## src/rtl/rst_seq_ctrl_if.sv

```systemverilog
// Reset sequencer interface: PLL lock and software request in, reset pair and status out.
interface rst_seq_ctrl_if;
    logic pll_lock;
    logic sw_rst_req;
    logic rst_n_out;
    logic rst;
    logic rst_done;
    logic sw_rst_ack;

    // Environment side: supplies lock and requests, observes the resets.
    modport master (
        output pll_lock,
        output sw_rst_req,
        input  rst_n_out,
        input  rst,
        input  rst_done,
        input  sw_rst_ack
    );

    // Sequencer side.
    modport slave (
        input  pll_lock,
        input  sw_rst_req,
        output rst_n_out,
        output rst,
        output rst_done,
        output sw_rst_ack
    );
endinterface

```

## src/rtl/rst_seq_ctrl.sv

```systemverilog
// Reset sequencer: conditions the board reset and PLL lock into a staged reset pair
// (active-low ASIC reset released first, active-high FPGA reset released later) and
// services single-cycle software reset requests with a one-cycle acknowledge.
module rst_seq_ctrl #(
    parameter int unsigned SYNC_STAGES = 2,
    parameter int unsigned LOCK_WAIT   = 16,
    parameter int unsigned HOLD_CYCLES = 8,
    parameter int unsigned RELEASE_GAP = 4
) (
    input  logic          clk,
    input  logic          arst_n,
    rst_seq_ctrl_if.slave bus
);

    localparam int unsigned MaxLh  = (LOCK_WAIT > HOLD_CYCLES) ? LOCK_WAIT : HOLD_CYCLES;
    localparam int unsigned MaxCnt = (MaxLh > RELEASE_GAP) ? MaxLh : RELEASE_GAP;
    localparam int unsigned CntW   = $clog2(MaxCnt) + 1;
    // The state/output registers act as the last synchroniser stage, so the explicit
    // chains are one flop shorter and the FSM reacts SYNC_STAGES edges after an input.
    localparam int unsigned SyncW  = SYNC_STAGES - 1;

    localparam logic [CntW-1:0] LockLast = CntW'(LOCK_WAIT - 1);
    localparam logic [CntW-1:0] HoldLast = CntW'(HOLD_CYCLES - 1);
    localparam logic [CntW-1:0] GapLast  = CntW'(RELEASE_GAP - 1);
    localparam logic [CntW-1:0] CntOne   = CntW'(1);

    typedef enum logic [2:0] {
        StReset,
        StWaitLock,
        StHold,
        StRelAsic,
        StRun
    } state_e;

    logic [SyncW-1:0] rst_sync_q;
    logic [SyncW-1:0] lock_sync_q;
    logic             arst_s;
    logic             lock_s;

    state_e          state_q, state_d;
    logic [CntW-1:0] cnt_q, cnt_d;
    logic            rst_n_out_q, rst_n_out_d;
    logic            rst_q, rst_d;
    logic            rst_done_q, rst_done_d;
    logic            ack_q, ack_d;

    assign arst_s = rst_sync_q[SyncW-1];
    assign lock_s = lock_sync_q[SyncW-1];

    // Synchroniser chains for reset release and PLL lock; both clear asynchronously.
    always_ff @(posedge clk or negedge arst_n) begin
        if (!arst_n) begin
            rst_sync_q  <= '0;
            lock_sync_q <= '0;
        end else begin
            rst_sync_q  <= SyncW'({rst_sync_q, 1'b1});
            lock_sync_q <= SyncW'({lock_sync_q, bus.pll_lock});
        end
    end

    // Next-state, counter and registered-output decode.
    always_comb begin
        state_d = state_q;
        cnt_d   = cnt_q;
        ack_d   = 1'b0;

        unique case (state_q)
            StReset: begin
                if (arst_s) begin
                    state_d = StWaitLock;
                    cnt_d   = '0;
                end
            end
            StWaitLock: begin
                if (!lock_s) begin
                    cnt_d = '0;
                end else if (cnt_q == LockLast) begin
                    state_d = StHold;
                    cnt_d   = '0;
                end else begin
                    cnt_d = cnt_q + CntOne;
                end
            end
            StHold: begin
                if (!lock_s) begin
                    state_d = StWaitLock;
                    cnt_d   = '0;
                end else if (cnt_q == HoldLast) begin
                    state_d = StRelAsic;
                    cnt_d   = '0;
                end else begin
                    cnt_d = cnt_q + CntOne;
                end
            end
            StRelAsic: begin
                if (!lock_s) begin
                    state_d = StWaitLock;
                    cnt_d   = '0;
                end else if (cnt_q == GapLast) begin
                    state_d = StRun;
                    cnt_d   = '0;
                end else begin
                    cnt_d = cnt_q + CntOne;
                end
            end
            StRun: begin
                // Lock loss takes priority over a software request in the same cycle.
                if (!lock_s) begin
                    state_d = StWaitLock;
                    cnt_d   = '0;
                end else if (bus.sw_rst_req) begin
                    state_d = StHold;
                    cnt_d   = '0;
                    ack_d   = 1'b1;
                end
            end
            default: begin
                state_d = StReset;
                cnt_d   = '0;
            end
        endcase

        // Outputs follow the next state so they change on the transition edge;
        // deriving both from one state keeps rst=0 implying rst_n_out=1.
        rst_n_out_d = (state_d == StRelAsic) || (state_d == StRun);
        rst_d       = (state_d != StRun);
        rst_done_d  = (state_d == StRun);
    end

    // State, counter and output registers.
    always_ff @(posedge clk or negedge arst_n) begin
        if (!arst_n) begin
            state_q     <= StReset;
            cnt_q       <= '0;
            rst_n_out_q <= 1'b0;
            rst_q       <= 1'b1;
            rst_done_q  <= 1'b0;
            ack_q       <= 1'b0;
        end else begin
            state_q     <= state_d;
            cnt_q       <= cnt_d;
            rst_n_out_q <= rst_n_out_d;
            rst_q       <= rst_d;
            rst_done_q  <= rst_done_d;
            ack_q       <= ack_d;
        end
    end

    assign bus.rst_n_out  = rst_n_out_q;
    assign bus.rst        = rst_q;
    assign bus.rst_done   = rst_done_q;
    assign bus.sw_rst_ack = ack_q;

endmodule

```

## src/flat_wrapper.sv

```systemverilog
// flat-port wrapper written by rule: the top's interface ports become plain ports
module rst_seq_ctrl_flat 
#(
    parameter int unsigned SYNC_STAGES = 2,
    parameter int unsigned LOCK_WAIT   = 16,
    parameter int unsigned HOLD_CYCLES = 8,
    parameter int unsigned RELEASE_GAP = 4
)
  (clk, arst_n, bus_pll_lock, bus_sw_rst_req, bus_rst_n_out, bus_rst, bus_rst_done, bus_sw_rst_ack);
  rst_seq_ctrl_if bus_i ();
  input  logic clk;
  input  logic arst_n;
  input wire logic [$bits(bus_i.pll_lock)-1:0] bus_pll_lock;
  input wire logic [$bits(bus_i.sw_rst_req)-1:0] bus_sw_rst_req;
  output wire logic [$bits(bus_i.rst_n_out)-1:0] bus_rst_n_out;
  output wire logic [$bits(bus_i.rst)-1:0] bus_rst;
  output wire logic [$bits(bus_i.rst_done)-1:0] bus_rst_done;
  output wire logic [$bits(bus_i.sw_rst_ack)-1:0] bus_sw_rst_ack;
  assign bus_i.pll_lock = bus_pll_lock;
  assign bus_i.sw_rst_req = bus_sw_rst_req;
  assign bus_rst_n_out = bus_i.rst_n_out;
  assign bus_rst = bus_i.rst;
  assign bus_rst_done = bus_i.rst_done;
  assign bus_sw_rst_ack = bus_i.sw_rst_ack;
  rst_seq_ctrl #(.SYNC_STAGES(SYNC_STAGES), .LOCK_WAIT(LOCK_WAIT), .HOLD_CYCLES(HOLD_CYCLES), .RELEASE_GAP(RELEASE_GAP)) u_core (.clk(clk), .arst_n(arst_n), .bus(bus_i));
endmodule
```

## config.mk

```make
export PLATFORM = sky130hd
export DESIGN_NAME = rst_seq_ctrl_flat
export DESIGN_NICKNAME = d
export VERILOG_FILES = /design/src/rtl/rst_seq_ctrl_if.sv /design/src/rtl/rst_seq_ctrl.sv /design/src/flat_wrapper.sv
export SDC_FILE = /design/constraint.sdc
export NUM_CORES = 1
export LEC_CHECK = 0
export BUFFER_PORTS_ARGS = -buffer_cell sky130_fd_sc_hd__clkbuf_2
export CORE_ASPECT_RATIO = 1.1
export CORE_UTILIZATION = 55
export DETAILED_ROUTE_END_ITERATION = 10
export PLACE_DENSITY = 0.85
export REMOVE_ABC_BUFFERS = 1
export SYNTH_ARGS = -nofsm -noshare
export SYNTH_HDL_FRONTEND = slang
export SYNTH_SLANG_ARGS = --single-unit
```

## constraint.sdc

```tcl
create_clock -name clk -period 2.3 [get_ports clk]
set_clock_uncertainty 0.15 [all_clocks]
set_input_delay 0.345 -clock clk [delete_from_list [all_inputs] [get_ports clk]]
set_output_delay 0.345 -clock clk [all_outputs]
set_load 0.05 [all_outputs]
```

==> results of run 1 <==
-- Yosys cell counts, drive strengths merged, types with 2 or more instances --
cell type  instances
a211oi             3
buf                3
nor4b              2
nand3b             3
a22o               2
a21oi              4
nand2b             3
ha                 3
nand3              2
nand2              5
nor3b              2
o21a               2
and2               2
dfrtp             13
o21ai              6
inv                6
nor2               6
-- state kept, by name, indices dropped and copies added, names as in the netlist --
name and cells:
u_core.cnt_q 5, u_core.bus.sw_rst_ack 1, u_core.bus.rst 1, u_core.state_q 3
u_core.bus.rst_done 1, u_core.lock_s 1, u_core.bus.rst_n_out 1, u_core.arst_s 1
-- kinds of logic after synthesis --
family	count (synthesis)	synth area share, %
simple gates	31	23.63
other cells	1	0.4569
compound gates	23	22.10
flops	14	42.84
buf+inv	10	5.029
mux	1	1.372
fa+ha+maj	3	4.574
-- power breakdown --
| part | internal [W] | switching (W) |
|---|---|---|
| clock | 0.0000963 | 0.0000862 |
| combinational | 0.0000125 | 0.0000157 |
| sequential | 0.000252 | 0.00000846 |
-- final cells by class --
cell class | instances | share of cell area, %
multi-input cells | 59 | 47.37
flip-flops and latches | 14 | 38.92
repair buffers | 8 | 4.986
clock buffers | 4 | 4.017
inverters | 6 | 2.493
well taps | 16 | 2.216
-- metrics by stage --
| stage | instances | hold WS [ps] | total power (W) | utilization (%) |
|---|---|---|---|---|
| 3_5_place_dp | 102 | 116.2 | 0.0002924 | 61.93 |
| 2_1_floorplan | 79 | -100.6 | 0.0002788 | - |
| 3_3_place_gp | 102 | 113.1 | 0.0002900 | 61.93 |
| 5_1_grt | 107 | 7.665 | 0.0004904 | 65.28 |
| 4_1_cts | 107 | 10.45 | 0.0004760 | 65.28 |
| 6_report | 107 | 15.61 | 0.0004714 | 65.28 |
-- critical path, cell delays in order (launching register included) --
cell and delay, ps:
dfrtp_1 400, ha_1 260, nand3_1 120, inv_1 80
ha_1 210, nor2_1 70, o21ai_2 170, a211oi_1 100
a311o_1 310
-- layout by cell type, fill, tap and decap left out, drive strengths merged --
cell type    count
a211oi           3
a21o             1
a21oi            4
a22o             2
a2bb2oi          1
a311o            1
a41o             1
and2             2
and3b            1
and4bb           1
clkbuf          11
conb             1
dfrtp           13
dfstp            1
dlygate4sd3      1
ha               3
inv              6
mux2             1
nand2            5
nand2b           3
nand3            2
nand3b           3
nor2             6
nor2b            1
nor3             1
nor3b            2
nor4b            2
o21a             2
o21ai            6
o31ai            1
o32ai            1
or3              1
or3b             1
-- routing by layer --
layer	up-vias	GRT usage [%]	part of all wire, %
met1	302	32.29	47
met2	8	38.67	50
met5	-	0	0
met4	0	11.03	0.77
met3	2	3.191	1.7
li1	317	-	-
-- repair_timing --
action | in CTS | in global routing
hold buffers | 1 | 0
endpoints found under the hold margin | 13 | 0
buffers inserted | 0 | 0
-- path summary, 6_finish.rpt --
path                                    to  slack [ps]  cells past startpoint
max                        u_core.cnt_q[3]         320                      8
min in group asynchronous  u_core.cnt_q[4]         330                      2
min reg2reg                u_core.cnt_q[0]         420                      1
max in group asynchronous   u_core.bus.rst        1380                      2
min                          u_core.lock_s          20                      1
max reg2reg                u_core.cnt_q[3]         320                      8
==> qor.txt, run 1 <==
Final Critical Period: 1976 ps
Worst reg2reg path startpoint: u_core.cnt_q[1]
Final Cycle Share: 85.93%
Yosys reg bits: 14
Sequential area share after synthesis: 42.84%
Die Area: 1651 µm²
Number of top-level pins: 8
TNS Setup: 0 ps
Nets@finish: 99
Max Fclk: 505.9 MHz
Core Area: 1384 µm²
Share of post-route cells with drive strength above 1: 21.98%
Via count: 629
Drt total wl: 1.557 mm
Crit path kind: reg -> reg
Clk root buf: clkbuf_4
# rows: 14
Layout fillers: 112
CTS sink cnt: 14
Gr ovfl total: 0
H-tree depth: 1
Hold path start: bus_pll_lock
Worst Path Arrival: 2000 ps
Initial core utilization: 59.31%
Max IR drop VDD: 0.3431 mV
Clock-pin slew on the worst setup and hold paths: 90 ps
Syn_area_per_cell: 9.889 µm²
Crit. End Element: flip-flop
Synth area leader: dfrtp_1
Die Height: 42.52 µm
YS warnings: 0
Placed Instance Area: 857.1 µm²
Detail Placement HPWL: 1.131 mm
Routed len/inst: 14.55 µm
Setup ws final: 323.5 ps
Startpoint types: flip-flop
Area of the multi-input gates: 427.9 µm²
1st-pass router iterations: 4
First-pass GRT wire length: 2.801 mm
CTS tree: yes
Slew Limit Fails: 0
Max-cap check violation count: 0
P&R area growth vs syn: 10.06%
Crit path max fanout: 6
RSZ-0062 raised after global routing: no
Design area: 903.4 µm²
Post-CTS sizing: 0
Worst min-delay path category: in -> reg
Hold Vio Cnt, Final: 0
Static leakage: 0.4332 nW
CTS max path bufs: 2
GP Congestion: 0.8467
Synth Flop Type: dfrtp_1
Netlist cell types: 40
Setup crit start: u_core.cnt_q[1]
Worst path required time: 2330 ps
Clock Latency Late Sink: 280 ps
Pin count of the biggest net entering global routing: 15
Synth top area share: 39.63%
Vias per inst: 5.879
Area taken by flip-flops and latches: 351.6 µm²
IO Port Bufs: 7
Number of synthesized flops with an enable pin: 0
Async SR Flop Fraction: 100.0%
Top post-synthesis cells by area: dfrtp_1 (40%), ha_1 (4.6%), dfstp_2 (3.2%), nand3b_1 (2.7%), nor2_1 (2.7%)
Diode count: 0
Final setup viols: 0
Initial antenna violation count: 0
Syn Inst Count: 83
Cell area after synthesis: 820.8 µm²
DRC Markers: 0
CTS Buf Count: 3
Vias in the first global route: 659
Die X: 38.84 µm
Place WS: 364.5 ps
Initial drt markers: 8
Final ANT Viol Nets: 0
Status: completed
PwrDens: 521.9 nW/µm²
Gr usage total: 24.44%
No activity file was read; power rests on OpenSTA's default activity.
==> inputs of run 2 (changes only) <==
--- a/config.mk
+++ b/config.mk
@@ -5,10 +5,12 @@
 export SDC_FILE = /design/constraint.sdc
 export NUM_CORES = 1
 export LEC_CHECK = 0
+export ABC_AREA = 1
 export BUFFER_PORTS_ARGS = -buffer_cell sky130_fd_sc_hd__clkbuf_2
 export CORE_ASPECT_RATIO = 1.1
 export CORE_UTILIZATION = 55
 export DETAILED_ROUTE_END_ITERATION = 10
+export GPL_TIMING_DRIVEN = 1
 export PLACE_DENSITY = 0.85
 export REMOVE_ABC_BUFFERS = 1
 export SYNTH_ARGS = -nofsm -noshare
==> run 2 against run 1 <==
Net effect: final area up 2.2%; total power up 6.9%; first-iteration DRC count rose to 3.5 times the previous value; sequential power up 5%; core utilization up 0.61 points; hold slack better by 1.8 ps; combinational power up 97%; non-clock buffer count unchanged; die area up 2.0%; critical path type unchanged; setup slack better by 57 ps; final cell count up 31%; wire length up 11%.
==> qor.txt, run 2 <==
Routed len/inst: 12.40 µm
Setup crit start: u_core.cnt_q[0]
WHS Path Cells: 1
Die Height: 42.95 µm
Leading cell types in the layout, fill and taps excluded: nand2_1 (29), inv_1 (18), nand4_1 (14), dfrtp_1 (13), nand3_1 (12)
IO Port Bufs: 7
Cell area after synthesis: 838.3 µm²
PwrDens: 545.7 nW/µm²
RSZ-0062 raised after global routing: no
CTS Buf Count: 3
Layout fillers: 120
Crit path cell chain: ha_1 -> nand2_1 -> nor2_1 -> ha_1 -> nand2_1 -> inv_1 -> nor2_1 -> a21oi_1 -> nand3_1 -> nand2_1 -> nand2_1
Max-cap check violation count: 0
YS warnings: 0
TNS Setup: 0 ps
Core Area: 1401 µm²
Final ANT Viol Nets: 0
CP most frequent cell: nand2_1
Worst R2R Path Depth: 11
Place WS: 443.2 ps
Crit path max fanout: 5
Async SR Flop Fraction: 100.0%
Syn Inst Count: 114
1st-pass router iterations: 4
P&R area growth vs syn: 10.15%
Initial core utilization: 59.82%
Largest regs: u_core.cnt_q: 5 flops, u_core.state_q: 3 flops
R2R Path End: u_core.bus.rst_n_out
Area of the multi-input gates: 395.4 µm²
Leading cell type in the layout, fill and taps excluded: nand2_1
Area taken by flip-flops and latches: 351.6 µm²
Static leakage: 0.5033 nW
Crit path kind: reg -> reg
Most common cell in the netlist: nand2_1
Final Cycle Share: 83.45%
CP bufs+invs: 1
Worst Path Arrival: 1950 ps
Die Area: 1685 µm²
Initial antenna violation count: 0
CTS max path bufs: 2
Cell count along the critical path: 11
Setup ws final: 380.6 ps
Top post-synthesis cells by area: dfrtp_1 (39%), nand2_1 (13%), nand4_1 (10%), inv_1 (8.1%), nand3_1 (7.2%)
H-tree depth: 1
Crit. End Element: flip-flop
Synth top area share: 38.81%
Hold Vio Cnt, Final: 0
Syn_area_per_cell: 7.354 µm²
Slew Limit Fails: 0
Number of synthesized flops with an enable pin: 0
Synth area leader: dfrtp_1
Vias in the first global route: 677
Final core utilization: 65.89%
DRC Markers: 0
Design area: 923.4 µm²
Top cells by count, synth: nand2_1 (29), inv_1 (18), nand4_1 (14)
Number of top-level pins: 8
Worst min-delay path category: in -> reg
Number of flip-flops in the largest register: 5
Die X: 39.23 µm
Drt total wl: 1.736 mm
First-pass GRT wire length: 2.829 mm
Total Power: 0.0005039 W
Synth Flop Type: dfrtp_1
Max IR drop VDD: 0.4641 mV
Status: completed
Placed Instance Area: 877.1 µm²
CTS tree: yes
Startpoint types: flip-flop
Via count: 792
Clock-pin slew on the worst setup and hold paths: 90 ps
GP Congestion: 0.9236
CP delay by family, top: simple AND/OR/NAND/NOR gates
Share of post-route cells with drive strength above 1: 16.13%
Pin count of the biggest net entering global routing: 24
Slew headroom: 56.38%
Final setup viols: 0
Vias per inst: 5.657
CTS sink cnt: 14
Worst reg2reg path startpoint: u_core.cnt_q[0]
Crit-path max cell delay: 430 ps
Netlist cell types: 18
Detail Placement HPWL: 1.277 mm
Clock Latency Late Sink: 280 ps
Max Fclk: 521.0 MHz
CP Capture Point: u_core.bus.rst_n_out
Gr usage total: 24.79%
Clk root buf: clkbuf_4
Nets@finish: 132
Worst path required time: 2330 ps
Slew at the pin closest to its max-slew limit: 654.3 ps
Diode count: 0
Final Critical Period: 1919 ps
Sequential area share after synthesis: 41.94%
Worst R2R Setup Slack: 380 ps
Slowest stage cell on the critical path: dfrtp_1
Initial drt markers: 28
# rows: 14
Yosys reg bits: 14
Most flops, register: u_core.cnt_q
Gr ovfl total: 0
==> run 2: cell types whose count changed in the layout (fill, tap and decap cells not counted), moves of 10 or more <==
| cell | delta |
|---|---|
| inv_1 | +13 |
| nand3_1 | +10 |
| nand2_1 | +24 |
| nand4_1 | +14 |
==> run 2: cells by family after synthesis <==
| kind of cell | Yosys count | synth area share (%) |
|---|---|---|
| compound gates | 3 | 2.090 |
| fa+ha+maj | 3 | 4.478 |
| buf+inv | 22 | 10.89 |
| flops | 14 | 41.94 |
| other cells | 1 | 0.4473 |
| simple gates | 71 | 40.15 |
==> run 2: worst min-delay path by stage <==
stage,endpoint,startpoint
after global routing,u_core.lock_s,bus_pll_lock
after CTS,u_core.lock_s,bus_pll_lock
after floorplan,u_core.arst_s,arst_n
final,u_core.lock_s,bus_pll_lock
after global placement,u_core.cnt_q[2],arst_n
after detailed placement,u_core.cnt_q[2],arst_n
==> run 2: repair_timing <==
action,in CTS,in global routing
hold endpoints to repair,13,0
resized for setup,0,0
buffers inserted,0,0
hold buffers,1,0
==> run 2: worst register-to-register path, cell delays in order, from the launching register on <==
cell and delay (ps):
dfrtp_1 430, ha_1 210, nand2_1 80, nor2_1 150, ha_1 210, nand2_1 70, inv_1 100, nor2_1 50
a21oi_1 120, nand3_1 100, nand2_1 80, nand2_1 50
==> run 2: stage by stage <==
stage          cells  hold slack, ps
3_3_place_gp     135           110.8
4_1_cts          140           9.990
3_5_place_dp     135           114.6
2_1_floorplan    112          -100.6
5_1_grt          140           1.859
6_report         140           17.39
==> run 2: final cells by class <==
class	count	area share, %
Timing Repair Buffer	8	4.878
Inverter	20	8.130
Clock buffer	4	3.930
Sequential cell	14	38.08
Multi-Input combinational cell	78	42.82
Tap cell	16	2.168
==> run 2: where the power goes <==
part / internal [W] / leakage (nW) / switching [W]
Clock: 0.0000962 / 0.0210 / 0.0000781
Combinational: 0.0000197 / 0.301 / 0.0000358
Sequential: 0.000256 / 0.181 / 0.0000178
==> run 2: metal layers <==
layer  share of wire [%]  up-vias  GRT usage [%]
met5                   0        -              0
met4                0.81        0          9.655
met3                 6.6        2          6.806
met2                  52       31          39.00
met1                  40      372          31.69
li1                    -      387              -
==> inputs of run 3 (changes only) <==
--- a/config.mk
+++ b/config.mk
@@ -5,13 +5,13 @@
 export SDC_FILE = /design/constraint.sdc
 export NUM_CORES = 1
 export LEC_CHECK = 0
-export ABC_AREA = 1
+export ABC_AREA = 0
 export BUFFER_PORTS_ARGS = -buffer_cell sky130_fd_sc_hd__clkbuf_2
 export CORE_ASPECT_RATIO = 1.1
-export CORE_UTILIZATION = 55
+export CORE_UTILIZATION = 50
 export DETAILED_ROUTE_END_ITERATION = 10
 export GPL_TIMING_DRIVEN = 1
-export PLACE_DENSITY = 0.85
+export PLACE_DENSITY = 0.82
 export REMOVE_ABC_BUFFERS = 1
 export SYNTH_ARGS = -nofsm -noshare
 export SYNTH_HDL_FRONTEND = slang
==> constraint.sdc (replaced) <==
create_clock -name clk -period 1.7 [get_ports clk]
set_clock_uncertainty 0.15 [all_clocks]
set_input_delay 0.255 -clock clk [delete_from_list [all_inputs] [get_ports clk]]
set_output_delay 0.255 -clock clk [all_outputs]
set_load 0.05 [all_outputs]
==> run 3 against run 2 <==
Net effect: the flow now finishes with violations (negative setup slack); final area is 16% higher; flip-flop and latch count unchanged; clock-buffer cell count is the same; setup slack got worse by 520 ps; fmax increased by 4.5%; final cell count decreased by 12%; total power rose by 29%; sequential power increased by 27%; core utilization up 7.7 points; die area is 7.3% higher; highest routed layer unchanged.
==> qor.txt, run 3 (same netlist as run 1, synthesis figures left out) <==
Status: finished, violations left
Violated checks: negative setup slack
Slew Limit Fails: 0
Detail Placement HPWL: 1.393 mm
Slowest stage cell on the critical path: or3b_4
CTS tree: yes
Placed cell count: 116
First-pass GRT wire length: 3.346 mm
Vias per inst: 5.951
# rows: 14
Leading cell type in the layout, fill and taps excluded: buf_4
H-tree depth: 1
WHS Path Cells: 3
Gr usage total: 28.23%
Crit path max fanout: 3
Number of flip-flops in the largest register: 5
Initial core utilization: 56.45%
Hold path start: bus_sw_rst_req
Initial antenna violation count: 0
CTS Buf Count: 3
Core Area: 1454 µm²
Hold Vio Cnt, Final: 0
CTS max path bufs: 2
Initial drt markers: 23
Worst R2R Path Depth: 5
Layout fillers: 78
Setup ws final: -136.2 ps
Crit. End Element: flip-flop
Clock Latency Late Sink: 280 ps
IO Port Bufs: 7
Final Critical Period: 1836 ps
Diode count: 0
Most flops, register: u_core.cnt_q
Largest regs: u_core.cnt_q: 5 flops, u_core.state_q: 3 flops
Worst Path Arrival: 1850 ps
Gr ovfl total: 0
Share of post-route cells with drive strength above 1: 41.12%
Final core utilization: 73.58%
CTS sink cnt: 14
Startpoint types: flip-flop
Worst path required time: 1720 ps
1st-pass router iterations: 4
Vias in the first global route: 736
Drt total wl: 2.073 mm
Worst reg2reg path startpoint: u_core.cnt_q[0]
Clock-pin slew on the worst setup and hold paths: 90 ps
RSZ-0062 raised after global routing: yes
Final setup viols: 8
Worst min-delay path category: in -> reg
Routed len/inst: 16.85 µm
Crit path kind: reg -> reg
Crit path cell chain: ha_2 -> or3b_4 -> o21ai_4 -> a211oi_1 -> a311o_1
Worst R2R Setup Slack: -140 ps
GP Congestion: 0.8831
PwrDens: 610.0 nW/µm²
Die Area: 1808 µm²
Total Power: 0.0006525 W
Static leakage: 0.5152 nW
Nets@finish: 115
Number of top-level pins: 8
Die X: 40.63 µm
Leading cell types in the layout, fill and taps excluded: buf_4 (15), dfrtp_1 (13), clkbuf_2 (7), nand2_1 (5), nor2_1 (5)
Via count: 732
Worst Hold Endpoint: u_core.bus.sw_rst_ack
Final ANT Viol Nets: 0
Final std cells w/o fill: 123
Max-cap check violation count: 0
Die Height: 44.50 µm
Clk root buf: clkbuf_4
Final Cycle Share: 108.0%
Place WS: -124.6 ps
R2R Path End: u_core.cnt_q[3]
Crit-path max cell delay: 420 ps
DRC Markers: 0
P&R area growth vs syn: 30.34%
Pin count of the biggest net entering global routing: 15
Max IR drop VDD: 0.5119 mV
Max Fclk: 544.6 MHz
[run 3: changes by cell type in the layout (fill, tap and decap cells not counted), moves of 3 or more]
| cell | delta |
|---|---|
| nand2_1 | -24 |
| buf_4 | +15 |
| inv_1 | -14 |
| nand4_1 | -14 |
| nand3_1 | -10 |
| nor2_1 | -4 |
| nand2b_1 | +3 |
| nand3b_1 | +3 |
[run 3: routing by layer]
metal | GRT usage (%) | share of wire (%)
met5 | 0 | 0
met2 | 42.22 | 50
met3 | 6.030 | 4.4
met4 | 14.00 | 1.2
met1 | 37.79 | 45
[run 3: worst max-delay path: cells and delay by family (launching register included)]
family | cells | cell delay, ps
adder cells (fa/ha/maj) | 1 | 200
AO/OA/AOI/OAI | 3 | 580
AND/OR/NAND/NOR | 1 | 420
flip-flops | 1 | 370
[run 3: final cells by class]
cell class | count | area [µm²] | area share (%)
multi-input combinational | 59 | 471.7 | 44.09
sequential | 14 | 351.6 | 32.87
timing repair buffer | 24 | 167.7 | 15.67
clock buffer | 4 | 36.28 | 3.392
inverter | 6 | 22.52 | 2.105
tap | 16 | 20.02 | 1.871
[run 3: how the worst max path moves through the flow]
stage               startpoint  slack (ps)  cells past startpoint              end
2_1_floorplan  u_core.cnt_q[0]        -120                      5  u_core.cnt_q[3]
5_1_grt        u_core.cnt_q[0]        -160                      5  u_core.cnt_q[3]
3_3_place_gp   u_core.cnt_q[0]         -90                      5  u_core.cnt_q[3]
4_1_cts        u_core.cnt_q[1]        -110                      5  u_core.cnt_q[3]
3_5_place_dp   u_core.cnt_q[0]        -120                      5  u_core.cnt_q[3]
6_report       u_core.cnt_q[0]        -140                      5  u_core.cnt_q[3]
[run 3: through the flow]
stage / TNS (ps) / area, µm² / hold WS, ps
4_1_cts: -378.6 / 1067 / 77.16
5_1_grt: -861.0 / 1070 / 120.1
3_3_place_gp: -257.2 / 962.2 / 18.97
2_1_floorplan: -258.3 / 802.0 / -190.6
6_report: -513.2 / 1070 / 100.2
3_5_place_dp: -563.7 / 962.2 / 22.64
[run 3: power breakdown]
group / internal [W] / total, W / switching, W
sequential: 0.000341 / 0.000347 / 0.00000609
combinational: 0.0000323 / 0.0000653 / 0.0000330
clock: 0.000130 / 0.000240 / 0.000110
total: 0.000504 / 0.000653 / 0.000149
[run 3: repair_timing]
| action | in CTS | in global routing |
|---|---|---|
| cloned | 0 | 0 |
| buffers inserted | 1 | 0 |
| hold endpoints to repair | 14 | 0 |
| setup endpoints to repair | 9 | 9 |
| pin swaps | 3 | 2 |
| resized for setup | 7 | 3 |
| hold buffers | 2 | 0 |
